## src/rtl/psram_pattern_tester.sv

```systemverilog
// PSRAM pattern tester: writes a pattern over a word range, reads back, counts mismatches.
// Optional watchdog/o_timeout port enabled by defining PSRAM_TESTER_TIMEOUT_EN.
module psram_pattern_tester #(
  parameter int unsigned ADDR_W = 24,
  parameter int unsigned DATA_W = 16,
  parameter int unsigned NUM_WORDS = 256,
  parameter logic [ADDR_W-1:0] START_ADDR = '0,
  parameter int unsigned ADDR_STEP = 1,
  parameter int unsigned ERR_W = 16
) (
  input  logic              clk_100mhz,
  input  logic              rstn_i,
  input  logic              i_start,
  input  logic [1:0]        i_mode,
  input  logic [DATA_W-1:0] i_seed,
  output logic              o_stb,
  output logic              o_we,
  output logic [ADDR_W-1:0] o_addr,
  output logic [DATA_W-1:0] o_din,
  input  logic              i_busy,
  input  logic [DATA_W-1:0] i_dout,
  output logic              o_running,
  output logic              o_finished,
  output logic              o_success,
  output logic [ERR_W-1:0]  o_err_count,
  output logic [ADDR_W-1:0] o_first_err_addr,
`ifdef PSRAM_TESTER_TIMEOUT_EN
  output logic              o_timeout,
`endif
  output logic [3:0]        o_state
);

  typedef enum logic [3:0] {
    IDLE     = 4'd0,
    WAIT_RDY = 4'd1,
    WR_REQ   = 4'd2,
    WR_ACK   = 4'd3,
    WR_WAIT  = 4'd4,
    RD_REQ   = 4'd5,
    RD_ACK   = 4'd6,
    RD_WAIT  = 4'd7,
    CHECK    = 4'd8,
    DONE     = 4'd9
  } state_t;

  localparam int IDX_W = (NUM_WORDS > 1) ? $clog2(NUM_WORDS) : 1;
  localparam logic [IDX_W-1:0] LAST = IDX_W'(NUM_WORDS - 1);
  localparam logic [ADDR_W-1:0] STEP = ADDR_W'(ADDR_STEP);

  state_t state, nxt;

  logic [IDX_W-1:0]  idx;
  logic [ADDR_W-1:0] addr_q;
  logic [1:0]        mode_q;
  logic [DATA_W-1:0] seed_q;
  logic [15:0]       lfsr;
  logic [DATA_W-1:0] walk;
  logic [DATA_W-1:0] rd_q;
  logic [DATA_W-1:0] pat;
  logic              last;
  logic              mismatch;
  logic              lfsr_fb;
  logic              to_hit;

  assign last     = (idx == LAST);
  assign mismatch = (rd_q != pat);
  assign lfsr_fb  = lfsr[15] ^ lfsr[13] ^ lfsr[12] ^ lfsr[10];

  always_comb begin
    pat = seed_q;
    unique case (mode_q)
      2'd0: pat = seed_q;
      2'd1: pat = addr_q[DATA_W-1:0];
      2'd2: pat = walk;
      2'd3: pat = lfsr[DATA_W-1:0];
      default: pat = seed_q;
    endcase
  end

`ifdef PSRAM_TESTER_TIMEOUT_EN
  logic [23:0] wd;
  logic        watched;

  assign watched = (state == WAIT_RDY) || (state == WR_ACK) ||
                   (state == WR_WAIT) || (state == RD_ACK) ||
                   (state == RD_WAIT);
  assign to_hit  = watched && (wd == 24'(20'hFFFFF));

  always_ff @(posedge clk_100mhz or negedge rstn_i) begin
    if (!rstn_i) wd <= '0;
    else if (state != nxt) wd <= '0;
    else if (watched) wd <= wd + 24'd1;
  end
`else
  assign to_hit = 1'b0;
`endif

  always_ff @(posedge clk_100mhz or negedge rstn_i) begin
    if (!rstn_i) state <= IDLE;
    else state <= nxt;
  end

  always_comb begin
    nxt   = state;
    o_stb = 1'b0;
    o_we  = 1'b0;
    unique case (state)
      IDLE, DONE: if (i_start) nxt = WAIT_RDY;
      WAIT_RDY:   if (!i_busy) nxt = WR_REQ;
      WR_REQ: begin
        o_stb = 1'b1;
        o_we  = 1'b1;
        nxt   = WR_ACK;
      end
      WR_ACK: begin
        o_stb = 1'b1;
        o_we  = 1'b1;
        if (i_busy) nxt = WR_WAIT;
      end
      WR_WAIT: if (!i_busy) nxt = last ? RD_REQ : WR_REQ;
      RD_REQ: begin
        o_stb = 1'b1;
        nxt   = RD_ACK;
      end
      RD_ACK: begin
        o_stb = 1'b1;
        if (i_busy) nxt = RD_WAIT;
      end
      RD_WAIT: if (!i_busy) nxt = CHECK;
      CHECK:   nxt = last ? DONE : RD_REQ;
      default: nxt = IDLE;
    endcase
    if (to_hit) nxt = DONE;
  end

  assign o_addr  = addr_q;
  assign o_din   = o_we ? pat : '0;
  assign o_state = state;

  always_ff @(posedge clk_100mhz or negedge rstn_i) begin
    if (!rstn_i) begin
      idx              <= '0;
      addr_q           <= '0;
      mode_q           <= '0;
      seed_q           <= '0;
      lfsr             <= '0;
      walk             <= '0;
      rd_q             <= '0;
      o_running        <= 1'b0;
      o_finished       <= 1'b0;
      o_success        <= 1'b0;
      o_err_count      <= '0;
      o_first_err_addr <= '0;
`ifdef PSRAM_TESTER_TIMEOUT_EN
      o_timeout        <= 1'b0;
`endif
    end else begin
      unique case (state)
        IDLE, DONE: if (i_start) begin
          mode_q           <= i_mode;
          seed_q           <= i_seed;
          idx              <= '0;
          addr_q           <= START_ADDR;
          o_err_count      <= '0;
          o_first_err_addr <= '0;
          o_finished       <= 1'b0;
          o_success        <= 1'b0;
          o_running        <= 1'b1;
`ifdef PSRAM_TESTER_TIMEOUT_EN
          o_timeout        <= 1'b0;
`endif
        end
        WAIT_RDY: if (!i_busy) begin
          lfsr <= (seed_q == '0) ? 16'd1 : 16'(seed_q);
          walk <= DATA_W'(1);
        end
        WR_WAIT: if (!i_busy) begin
          if (last) begin
            idx    <= '0;
            addr_q <= START_ADDR;
            lfsr   <= (seed_q == '0) ? 16'd1 : 16'(seed_q);
            walk   <= DATA_W'(1);
          end else begin
            idx    <= idx + IDX_W'(1);
            addr_q <= addr_q + STEP;
            lfsr   <= {lfsr[14:0], lfsr_fb};
            walk   <= {walk[DATA_W-2:0], walk[DATA_W-1]};
          end
        end
        RD_WAIT: if (!i_busy) rd_q <= i_dout;
        CHECK: begin
          if (mismatch) begin
            if (o_err_count != '1) o_err_count <= o_err_count + ERR_W'(1);
            if (o_err_count == '0) o_first_err_addr <= addr_q;
          end
          if (last) begin
            o_running  <= 1'b0;
            o_finished <= 1'b1;
            o_success  <= (o_err_count == '0) && !mismatch;
          end else begin
            idx    <= idx + IDX_W'(1);
            addr_q <= addr_q + STEP;
            lfsr   <= {lfsr[14:0], lfsr_fb};
            walk   <= {walk[DATA_W-2:0], walk[DATA_W-1]};
          end
        end
        default: ;
      endcase
`ifdef PSRAM_TESTER_TIMEOUT_EN
      if (to_hit) begin
        o_running  <= 1'b0;
        o_finished <= 1'b1;
        o_success  <= 1'b0;
        o_timeout  <= 1'b1;
      end
`endif
    end
  end

endmodule
```

## config.mk

```make
export PLATFORM = sky130hd
export DESIGN_NAME = psram_pattern_tester
export DESIGN_NICKNAME = d
export VERILOG_FILES = /design/src/rtl/psram_pattern_tester.sv
export SDC_FILE = /design/constraint.sdc
export NUM_CORES = 1
export LEC_CHECK = 0
export CAP_MARGIN = 20
export CORE_MARGIN = 5
export CORE_UTILIZATION = 58
export CTS_CLUSTER_SIZE = 14
export DETAILED_ROUTE_END_ITERATION = 6
export PLACE_DENSITY = 0.92
export RECOVER_POWER = 100
export SYNTH_ARGS = -nofsm -noshare
export SYNTH_HDL_FRONTEND = slang
export SYNTH_SLANG_ARGS = --single-unit
```

## constraint.sdc

```tcl
create_clock -name clk_100mhz -period 4.4 [get_ports clk_100mhz]
set_input_delay 0.88 -clock clk_100mhz [delete_from_list [all_inputs] [get_ports clk_100mhz]]
set_output_delay 0.88 -clock clk_100mhz [all_outputs]
set_load 0.01 [all_outputs]
```

==> results of run 1 <==
==> cell type report <==
type,count,area share
flip-flops and latches,145,0.378
multi-input cells,534,0.376
repair buffers,140,0.144
clock buffers,22,0.0483
well taps,172,0.0224
clock inverters,10,0.0164
inverters,38,0.0149
==> worst max-delay path, stage by stage <==
cell and delay, ns:
dlygate4sd3_1 0.67, or3b_1 0.21, o21ai_0 0.10, a21oi_1 0.15, or2_1 1.36, o21ai_0 0.42
==> worst max-delay path by stage <==
| stage | from | end | slack (ns) | cells past startpoint |
|---|---|---|---|---|
| after floorplan | i_busy | o_addr[18] | 1.78 | 7 |
| after global placement | i_busy | o_addr[23] | 0.85 | 9 |
| after detailed placement | i_busy | o_addr[23] | 0.76 | 9 |
| after CTS | mode_q[1] | o_din[7] | 0.64 | 3 |
| after global routing | rstn_i | o_first_err_addr[3] | 0.42 | 2 |
| final | i_busy | walk[5] | 0.78 | 6 |
==> cell usage after synthesis, types with 3 or more instances <==
library cell  number  share of area
clkbuf_1          30          0.015
ha_1               4         0.0066
nand2_1          102          0.050
o21ai_0           64          0.042
mux2i_1           49          0.064
nand4_1           19          0.016
nor4_1            10         0.0082
nor3_1            16          0.011
dfrtp_1          145           0.48
and3_1            31          0.025
mux2_2            32          0.047
mux4_2            12          0.035
nand3_1           18          0.012
xor2_1            10          0.011
o31ai_1            5         0.0049
xnor2_1           40          0.046
and4_1             3         0.0034
a21oi_1           13         0.0085
nor2_1            59          0.029
a221o_1            5         0.0066
buf_2              6         0.0039
inv_1             38          0.019
==> layer usage <==
metal  track usage  up-vias  routed length [microns]
met1         0.362     3137                     8420
met5             0        -                       13
met2         0.413      372                    10000
met3        0.0596       67                     1700
met4         0.127        2                      881
li1              -     2893                        -
==> cells by family after synthesis <==
group                      after synthesis
xor gates and xnor gates                50
muxes                                   94
and+or+nand+nor                        274
DFF                                    145
buffers and inverters                   82
AOI/OAI and AO/OA                      112
adders and majority gates                4
==> metrics by stage <==
step	area, sq um	instances	worst slack [ns]	hold WS (ns)
6_report	9600	1061	0.782	0.479
5_1_grt	9600	1061	0.416	0.508
4_1_cts	9590	1059	0.642	0.489
3_5_place_dp	8960	1027	0.758	0.474
3_3_place_gp	8960	1027	0.847	0.467
2_1_floorplan	7620	761	1.78	0.465
==> registers in the layout, summed over array words and instances (netlist names), 8 cells and up <==
signal,count
rd_q,16
idx,8
o_addr,24
o_err_count,16
seed_q,16
walk,16
o_first_err_addr,24
lfsr,16
==> cell usage in the layout, fill, tap and decap left out, drive strengths merged, types with 9 or more instances in the layout <==
| master | n |
|---|---|
| o21ai | 64 |
| dfrtp | 145 |
| clkbuf | 28 |
| a21oi | 13 |
| inv | 38 |
| mux2i | 49 |
| nor4 | 10 |
| nand4 | 19 |
| mux2 | 33 |
| nor2 | 59 |
| and3 | 31 |
| dlygate4sd3 | 89 |
| clkdlybuf4s50 | 36 |
| nand2 | 102 |
| buf | 9 |
| mux4 | 12 |
| xnor2 | 40 |
| nor3 | 17 |
| xor2 | 10 |
| nand3 | 19 |
==> power by group <==
group          internal (mW)  total [mW]  switching, mW  leakage [nW]
combinational           1.11        2.29           1.18          2.20
clock                  0.975        1.52          0.549         0.296
sequential              1.73        2.25          0.521          1.92
==> results_dict.tcl, run 1 <==
set metrics [dict create \
    post_drt_via_cell_ratio 6.10 \
    timing.critical_path.arrival_ns 3.81 \
    power_per_cell_area_nw_per_um2 631 \
    finalHoldViolations 0 \
    timing.final.crit_period_ns 3.62 \
    power_leakage_nw 4.42 \
    routed_wire_length_per_instance_microns 19.8 \
    die-area_sq_um 15500 \
    syn_area_per_cell_sq_um 10.0 \
    global_route_wire_length_before_repair_mm 33.6 \
    layout.filler_cells 827 \
    count_of_warnings_emitted_by_yosys 0 \
    io_pins 127 \
    violated_checks "max-capacitance violations, max-slew violations" \
    synth_sequential_area_ratio 0.476 \
    synth_compound_area_frac 0.0913 \
    required_ns 4.59 \
    cts.reportedPaths.clkPinSlew_ns 0.06 \
    syn_nets 803 \
    muxShareOfSynthArea 0.149 \
    seq_area_sq_um 3630 \
    synth_xor_xnor_area_share 0.0574 \
    flow.area_growth_from_synthesis_pct 26.0 \
    synth_edf_count 0 \
    route.vias.total 6471 \
    detailed_route_wl_mm 21.0 \
    yosys_register_bits 145 \
    rsz0062_at_grt "no" \
    final_nets 918 \
    cts-htree-levels 4 \
    number_of_diodes 0 \
    area_share_of_fa_ha_maj_cells_after_synthesis 0.00656 \
    crit_path_start_kind "primary input" \
    fin_total_pwr_mw 6.06 \
    hold-path-endpoint "o_success" \
    timing.setup.tns_ns 0 \
    syn-instance-count 761 \
    place_congestion 0.936 \
    detail-route-antenna-nets 0 \
    synth-simple-area-share 0.171 \
    synth-main-ff-cell "dfrtp_1" \
    cts_resized 0 \
    grt_use_total 0.268 \
    reg2reg_slack_ns 0.83 \
    critical_path.reg2reg.endpoint "o_first_err_addr[4]" \
    drt_first_iter_violations 865 \
    cts_buffers 17 \
    worstMarginPinSlew_ns 3.01 \
    start_util 0.597 \
    post_route_cells_drive_above_1_share 0.0967 \
    timing.final.setup_violations 0 \
    tritoncts "done" \
    area_of_the_multi_input_gates_sq_um 3610 \
    die_x_microns 125 \
    placementRows 41 \
    post_synth_num_cell_types 61 \
    status "complete, but fails checks" \
    grt_max_degree 118 \
    async_reset_ff_frac 1.00 \
    port_buffers 126 \
    vdd_drop_max_mv 0.331 \
    route.detailed.drc 0 \
    fmax_mhz 276 \
    numClockSinks 145 \
    path_max_fanout 64 \
    timing.hold.worst.start "o_success" \
    core_sq_um 12800 \
    critical_path_class "in -> reg" \
    postLayoutCoreUtil 0.752 \
    clockRootBuffer "clkbuf_16" \
    post-dp-hpwl_mm 13.9 \
    detailedRoute.firstPassIterationCount 6 \
    timing.critical_path.to_type "flip-flop" \
    worst_clock_skew_ns 0.00710 \
    timing.slew.headroom -1.01 \
    worst_reg2reg_startpoint "mode_q[0]" \
    max_cap_viol_count 2 \
    chipHeight_microns 125 \
    timing.reg2reg.worst_path_depth 10 \
    max-clock-path-buffers 2 \
    min_path_cells 2 \
    ctsHoldBuffers 0 \
    main_combinational_cell_family_by_area_after_synthesis "simple AND/OR/NAND/NOR gates" \
    ratio_of_final_minimum_period_to_clock_period 0.822 \
    worst_skew_pair_latency_ns 0.42 \
    post_cts_buffers 0 \
    synth.cell_area_sq_um 7620 \
    grt-ovfl-total 0 \
    grt_pass1_vias 6313 \
    antenna_found_initial 1 \
    timing.final.max_slew_violations 119 \
    hold_path.class "reg -> reg" \
]
(Power assumes the default switching activity.)
==> run 2: changes to the inputs <==
--- a/config.mk
+++ b/config.mk
@@ -7,10 +7,10 @@
 export LEC_CHECK = 0
 export CAP_MARGIN = 20
 export CORE_MARGIN = 5
-export CORE_UTILIZATION = 58
+export CORE_UTILIZATION = 49
 export CTS_CLUSTER_SIZE = 14
 export DETAILED_ROUTE_END_ITERATION = 6
-export PLACE_DENSITY = 0.92
+export PLACE_DENSITY = 0.83
 export RECOVER_POWER = 100
 export SYNTH_ARGS = -nofsm -noshare
 export SYNTH_HDL_FRONTEND = slang
==> constraint.sdc (replaced) <==
create_clock -name clk_100mhz -period 3 [get_ports clk_100mhz]
set_input_delay 0.6 -clock clk_100mhz [delete_from_list [all_inputs] [get_ports clk_100mhz]]
set_output_delay 0.6 -clock clk_100mhz [all_outputs]
set_load 0.01 [all_outputs]
==> results_dict.tcl, run 2 (synthesis gave the netlist of run 1 again) <==
set metrics [dict create \
    core_sq_um 15300 \
    grt-ovfl-total 0 \
    detailed_route_wl_mm 19.8 \
    grt_pass1_vias 6192 \
    route.detailed.drc 0 \
    global_route_wire_length_before_repair_mm 32.2 \
    final_design_area_no_fill_sq_um 9680 \
    route.vias.total 6296 \
    die-area_sq_um 18200 \
    timing.critical_path.to_type "output pin" \
    crit_path_start_kind "flip-flop" \
    grt_max_degree 65 \
    die_x_microns 135 \
    antenna_found_initial 0 \
    path_max_fanout 15 \
    number_of_diodes 0 \
    power_per_cell_area_nw_per_um2 886 \
    io_pins 127 \
    timing.final.setup_violations 0 \
    area_of_the_multi_input_gates_sq_um 3610 \
    cts_resized 0 \
    layout.filler_cells 1210 \
    required_ns 2.40 \
    timing.final.max_slew_violations 63 \
    cpPeakStageDelay_ns 0.58 \
    timing.slew.headroom -0.0498 \
    globalRouteMet3Util 0.0518 \
    cts-htree-levels 4 \
    place_congestion 0.860 \
    cts_buffers 17 \
    vdd_drop_max_mv 0.524 \
    met1_usage 0.298 \
    final_cell_mix "dfrtp_1, nand2_1, dlygate4sd3_1" \
    port_buffers 126 \
    violated_checks "max-capacitance violations, max-slew violations" \
    crit_path_max_delay_cell_type "mux4_2" \
    hold_path.class "reg -> reg" \
    max-clock-path-buffers 2 \
    start_util 0.500 \
    detailedRoute.firstPassIterationCount 6 \
    status "complete, but fails checks" \
    grt.busiest_layer "met2" \
    worstMarginPinSlew_ns 1.57 \
    ratio_of_final_minimum_period_to_clock_period 0.974 \
    drt_first_iter_violations 658 \
    timing.setup.tns_ns 0 \
    post_route_cells_drive_above_1_share 0.119 \
    numClockSinks 145 \
    post-dp-hpwl_mm 14.0 \
    post_cts_buffers 0 \
    power_leakage_nw 4.40 \
    worst_clock_skew_ns 0.00878 \
    chipHeight_microns 135 \
    finalHoldViolations 0 \
    post_dp_cell_area_sq_um 9230 \
    critical_path_class "reg -> out" \
    seq_area_sq_um 3630 \
    worst_skew_pair_latency_ns 0.43 \
    fmax_mhz 342 \
    detail-route-antenna-nets 0 \
    post_drt_via_cell_ratio 5.63 \
    grt_util_met2 0.362 \
    timing.final.crit_period_ns 2.92 \
    most_common_cell_after_layout_fill_and_taps_aside "dfrtp_1" \
    routed_wire_length_per_instance_microns 17.7 \
    tritoncts "done" \
    placementRows 45 \
    cts.reportedPaths.clkPinSlew_ns 0.06 \
    ctsHoldBuffers 0 \
    grt_use_total 0.223 \
    final_nets 936 \
    timing.critical_path.cells "buf_12, mux4_2, and3_1, clkdlybuf4s50_1" \
    timing.critical_path.arrival_ns 2.32 \
    max_cap_viol_count 1 \
    rsz0062_at_grt "no" \
    clockRootBuffer "clkbuf_16" \
    flow.area_growth_from_synthesis_pct 26.9 \
]
[run 2: cell types whose count changed in the layout (fill, tap and decap cells not counted), moves of 3 or more]
cell,change
buf_12,+3
dlygate4sd3_1,-14
clkdlybuf4s50_1,+14
clkbuf_2,+6
bufinv_16,-4
clkinvlp_4,+3
buf_4,+11
[run 2: layout make-up]
| cell class | instances | share of cell area |
|---|---|---|
| clock buffer | 20 | 0.0462 |
| clock inverter | 12 | 0.00892 |
| inverter | 38 | 0.0147 |
| multi-input combinational | 534 | 0.373 |
| sequential | 145 | 0.375 |
| tap | 211 | 0.0273 |
| timing repair buffer | 158 | 0.155 |
[run 2: final timing paths]
path	from	to	slack, ns	cells past startpoint
max	mode_q[1]	o_din[8]	0.08	4
min	o_success	o_success	0.48	2
max reg2reg	mode_q[1]	o_first_err_addr[12]	0.19	9
min reg2reg	o_success	o_success	0.48	2
max in group asynchronous	rstn_i	o_err_count[8]	0.66	2
min in group asynchronous	rstn_i	seed_q[10]	0.55	1
[run 2: metal layers]
layer | up-vias | routed length [microns]
met4 | 0 | 380
li1 | 2929 | -
met2 | 234 | 9800
met3 | 36 | 1280
met1 | 3097 | 8370
met5 | - | 0
[run 2: metrics by stage]
step                      setup WS, ns  power, mW  instances   util  hold WS, ns
after floorplan                  0.552       5.37        761      -        0.304
after global placement           0.154       6.60       1086  0.605        0.474
after detailed placement        0.0692       6.73       1086  0.605        0.473
after CTS                       0.0711       8.69       1118  0.640        0.170
after global routing           0.00982       9.09       1118  0.634        0.516
final                           0.0791       8.58       1118  0.634        0.477
[run 2: where the power goes]
part	total, mW	internal [mW]	switching, mW
clock	1.92	1.08	0.842
combinational	3.47	1.72	1.76
sequential	3.18	2.53	0.650
total	8.58	5.33	3.25
[run 2: worst max-delay path, delay by kind of cell, from the launching register on]
family / cells / cell delay, ns
multiplexers: 1 / 0.58
flip-flops: 1 / 0.40
AND/OR/NAND/NOR: 1 / 0.24
buffers and inverters: 2 / 0.67
==> run 3: changes to the inputs <==
--- a/config.mk
+++ b/config.mk
@@ -7,10 +7,10 @@
 export LEC_CHECK = 0
 export CAP_MARGIN = 20
 export CORE_MARGIN = 5
-export CORE_UTILIZATION = 49
+export CORE_UTILIZATION = 29
 export CTS_CLUSTER_SIZE = 14
 export DETAILED_ROUTE_END_ITERATION = 6
-export PLACE_DENSITY = 0.83
+export PLACE_DENSITY = 0.56
 export RECOVER_POWER = 100
 export SYNTH_ARGS = -nofsm -noshare
 export SYNTH_HDL_FRONTEND = slang
==> results_dict.tcl, run 3 (synthesis gave the netlist of run 1 again) <==
set metrics [dict create \
    fmax_mhz 343 \
    finalWorstSetupSlack_ns 0.0881 \
    crit_path_max_delay_cell_type "mux4_2" \
    drt_first_iter_violations 381 \
    detailedPlace.worstSlack_ns 0.0723 \
    fin_cells 1255 \
    critical_path_class "reg -> out" \
    max_cap_viol_count 1 \
    post-dp-hpwl_mm 15.6 \
    numClockSinks 145 \
    grt_max_degree 87 \
    min_path_cells 2 \
    ratio_of_final_minimum_period_to_clock_period 0.971 \
    flow.area_growth_from_synthesis_pct 32.3 \
    timing.critical_path.cells "buf_12, mux4_2, and3_1, clkdlybuf4s50_1" \
    chipHeight_microns 172 \
    port_buffers 126 \
    detailedRoute.firstPassIterationCount 5 \
    post_dp_cell_area_sq_um 9460 \
    route.vias.total 6113 \
    fin_total_pwr_mw 9.10 \
    timing.critical_path.arrival_ns 2.31 \
    hold_ws_ns 0.470 \
    timing.reg2reg.worst_path_depth 9 \
    number_of_diodes 0 \
    violated_checks "max-capacitance violations, max-slew violations" \
    crit_path_start_kind "flip-flop" \
    final_nets 949 \
    worst_skew_pair_latency_ns 0.42 \
    antenna_found_initial 0 \
    placementRows 59 \
    timing.final.crit_period_ns 2.91 \
    finalHoldViolations 0 \
    cpPeakStageDelay_ns 0.60 \
    required_ns 2.40 \
    numPlacedInstances 1221 \
    max-clock-path-buffers 2 \
    route.detailed.drc 0 \
    timing.final.setup_violations 0 \
    detailed_route_wl_mm 21.6 \
    timing.setup.tns_ns 0 \
    rsz0062_at_grt "yes" \
    post_route_cells_drive_above_1_share 0.135 \
    most_common_cell_after_layout_fill_and_taps_aside "dfrtp_1" \
    post_drt_via_cell_ratio 4.87 \
    tritoncts "done" \
    clockRootBuffer "clkbuf_16" \
    power_leakage_nw 4.53 \
    grt_use_total 0.151 \
    worst_clock_skew_ns 0.0103 \
    path_max_fanout 24 \
    status "complete, but fails checks" \
    vdd_drop_max_mv 0.393 \
    postLayoutCoreUtil 0.388 \
    hold_path.class "reg -> reg" \
    worstMarginPinSlew_ns 2.28 \
    grt_pass1_vias 6220 \
    detail-route-antenna-nets 0 \
    io_pins 127 \
    place_congestion 0.802 \
    die_x_microns 172 \
    start_util 0.293 \
    timing.critical_path.to_type "output pin" \
    timing.final.max_slew_violations 86 \
    global_route_wire_length_before_repair_mm 35.3 \
    die-area_sq_um 29600 \
    routed_wire_length_per_instance_microns 17.2 \
    cts_buffers 17 \
    final_design_area_no_fill_sq_um 10100 \
    cts-htree-levels 4 \
    final_cell_mix "dfrtp_1, nand2_1, dlygate4sd3_1" \
    core_sq_um 26000 \
    power_per_cell_area_nw_per_um2 903 \
    grt-ovfl-total 0 \
    cts.reportedPaths.clkPinSlew_ns 0.06 \
    timing.slew.headroom -0.517 \
]
-- run 3: cell types whose count changed in the layout (fill, tap and decap cells not counted), sizes merged --
cell           change
buf               +13
clkdlybuf4s50      +6
dlygate4sd3        -6
bufinv             +5
clkinv             -3
clkinvlp           -2
-- run 3: layer usage --
layer | track usage | routed length, microns | vias to the layer above
li1 | - | - | 2951
met1 | 0.218 | 10500 | 2999
met2 | 0.228 | 9580 | 145
met3 | 0.0345 | 1200 | 18
met4 | 0.0444 | 308 | 0
met5 | 0 | 0 | -
-- run 3: report_power, final --
part,internal (mW),total (mW),switching [mW]
Combinational,1.76,3.55,1.80
Clock,1.55,2.42,0.868
Sequential,2.53,3.13,0.600
Total,5.84,9.10,3.27
-- run 3: worst max-delay path, delay by kind of cell, from the launching register on --
family,cells,cell delay (ns)
multiplexers,1,0.60
AND/OR/NAND/NOR,1,0.22
buffers and inverters,2,0.68
flip-flops,1,0.38
-- run 3: area by class of cell --
cell class / instances / area (sq um)
Clock buffer: 20 / 467
Fill cell: 2589 / 15900
Inverter: 38 / 143
Timing Repair Buffer: 171 / 1610
Tap cell: 335 / 419
Sequential cell: 145 / 3630
Multi-Input combinational cell: 534 / 3610
Clock inverter: 12 / 203
-- run 3: worst paths after layout --
kind | start | to | slack (ns)
setup / recovery | mode_q[1] | o_din[8] | 0.09
hold / removal | o_success | o_success | 0.47
setup reg to reg | mode_q[1] | o_err_count[10] | 0.19
hold reg to reg | o_success | o_success | 0.47
max in group asynchronous | rstn_i | o_err_count[3] | 0.79
min in group asynchronous | rstn_i | seed_q[8] | 0.85
-- run 3: what timing repair did --
| item | CTS | global route |
|---|---|---|
| setup endpoints to repair | 0 | 27 |
| endpoints found under the hold margin | 0 | 0 |
| hold buffers | 0 | 0 |
| resized for setup | 0 | 2 |
| setup buffers | 0 | 2 |
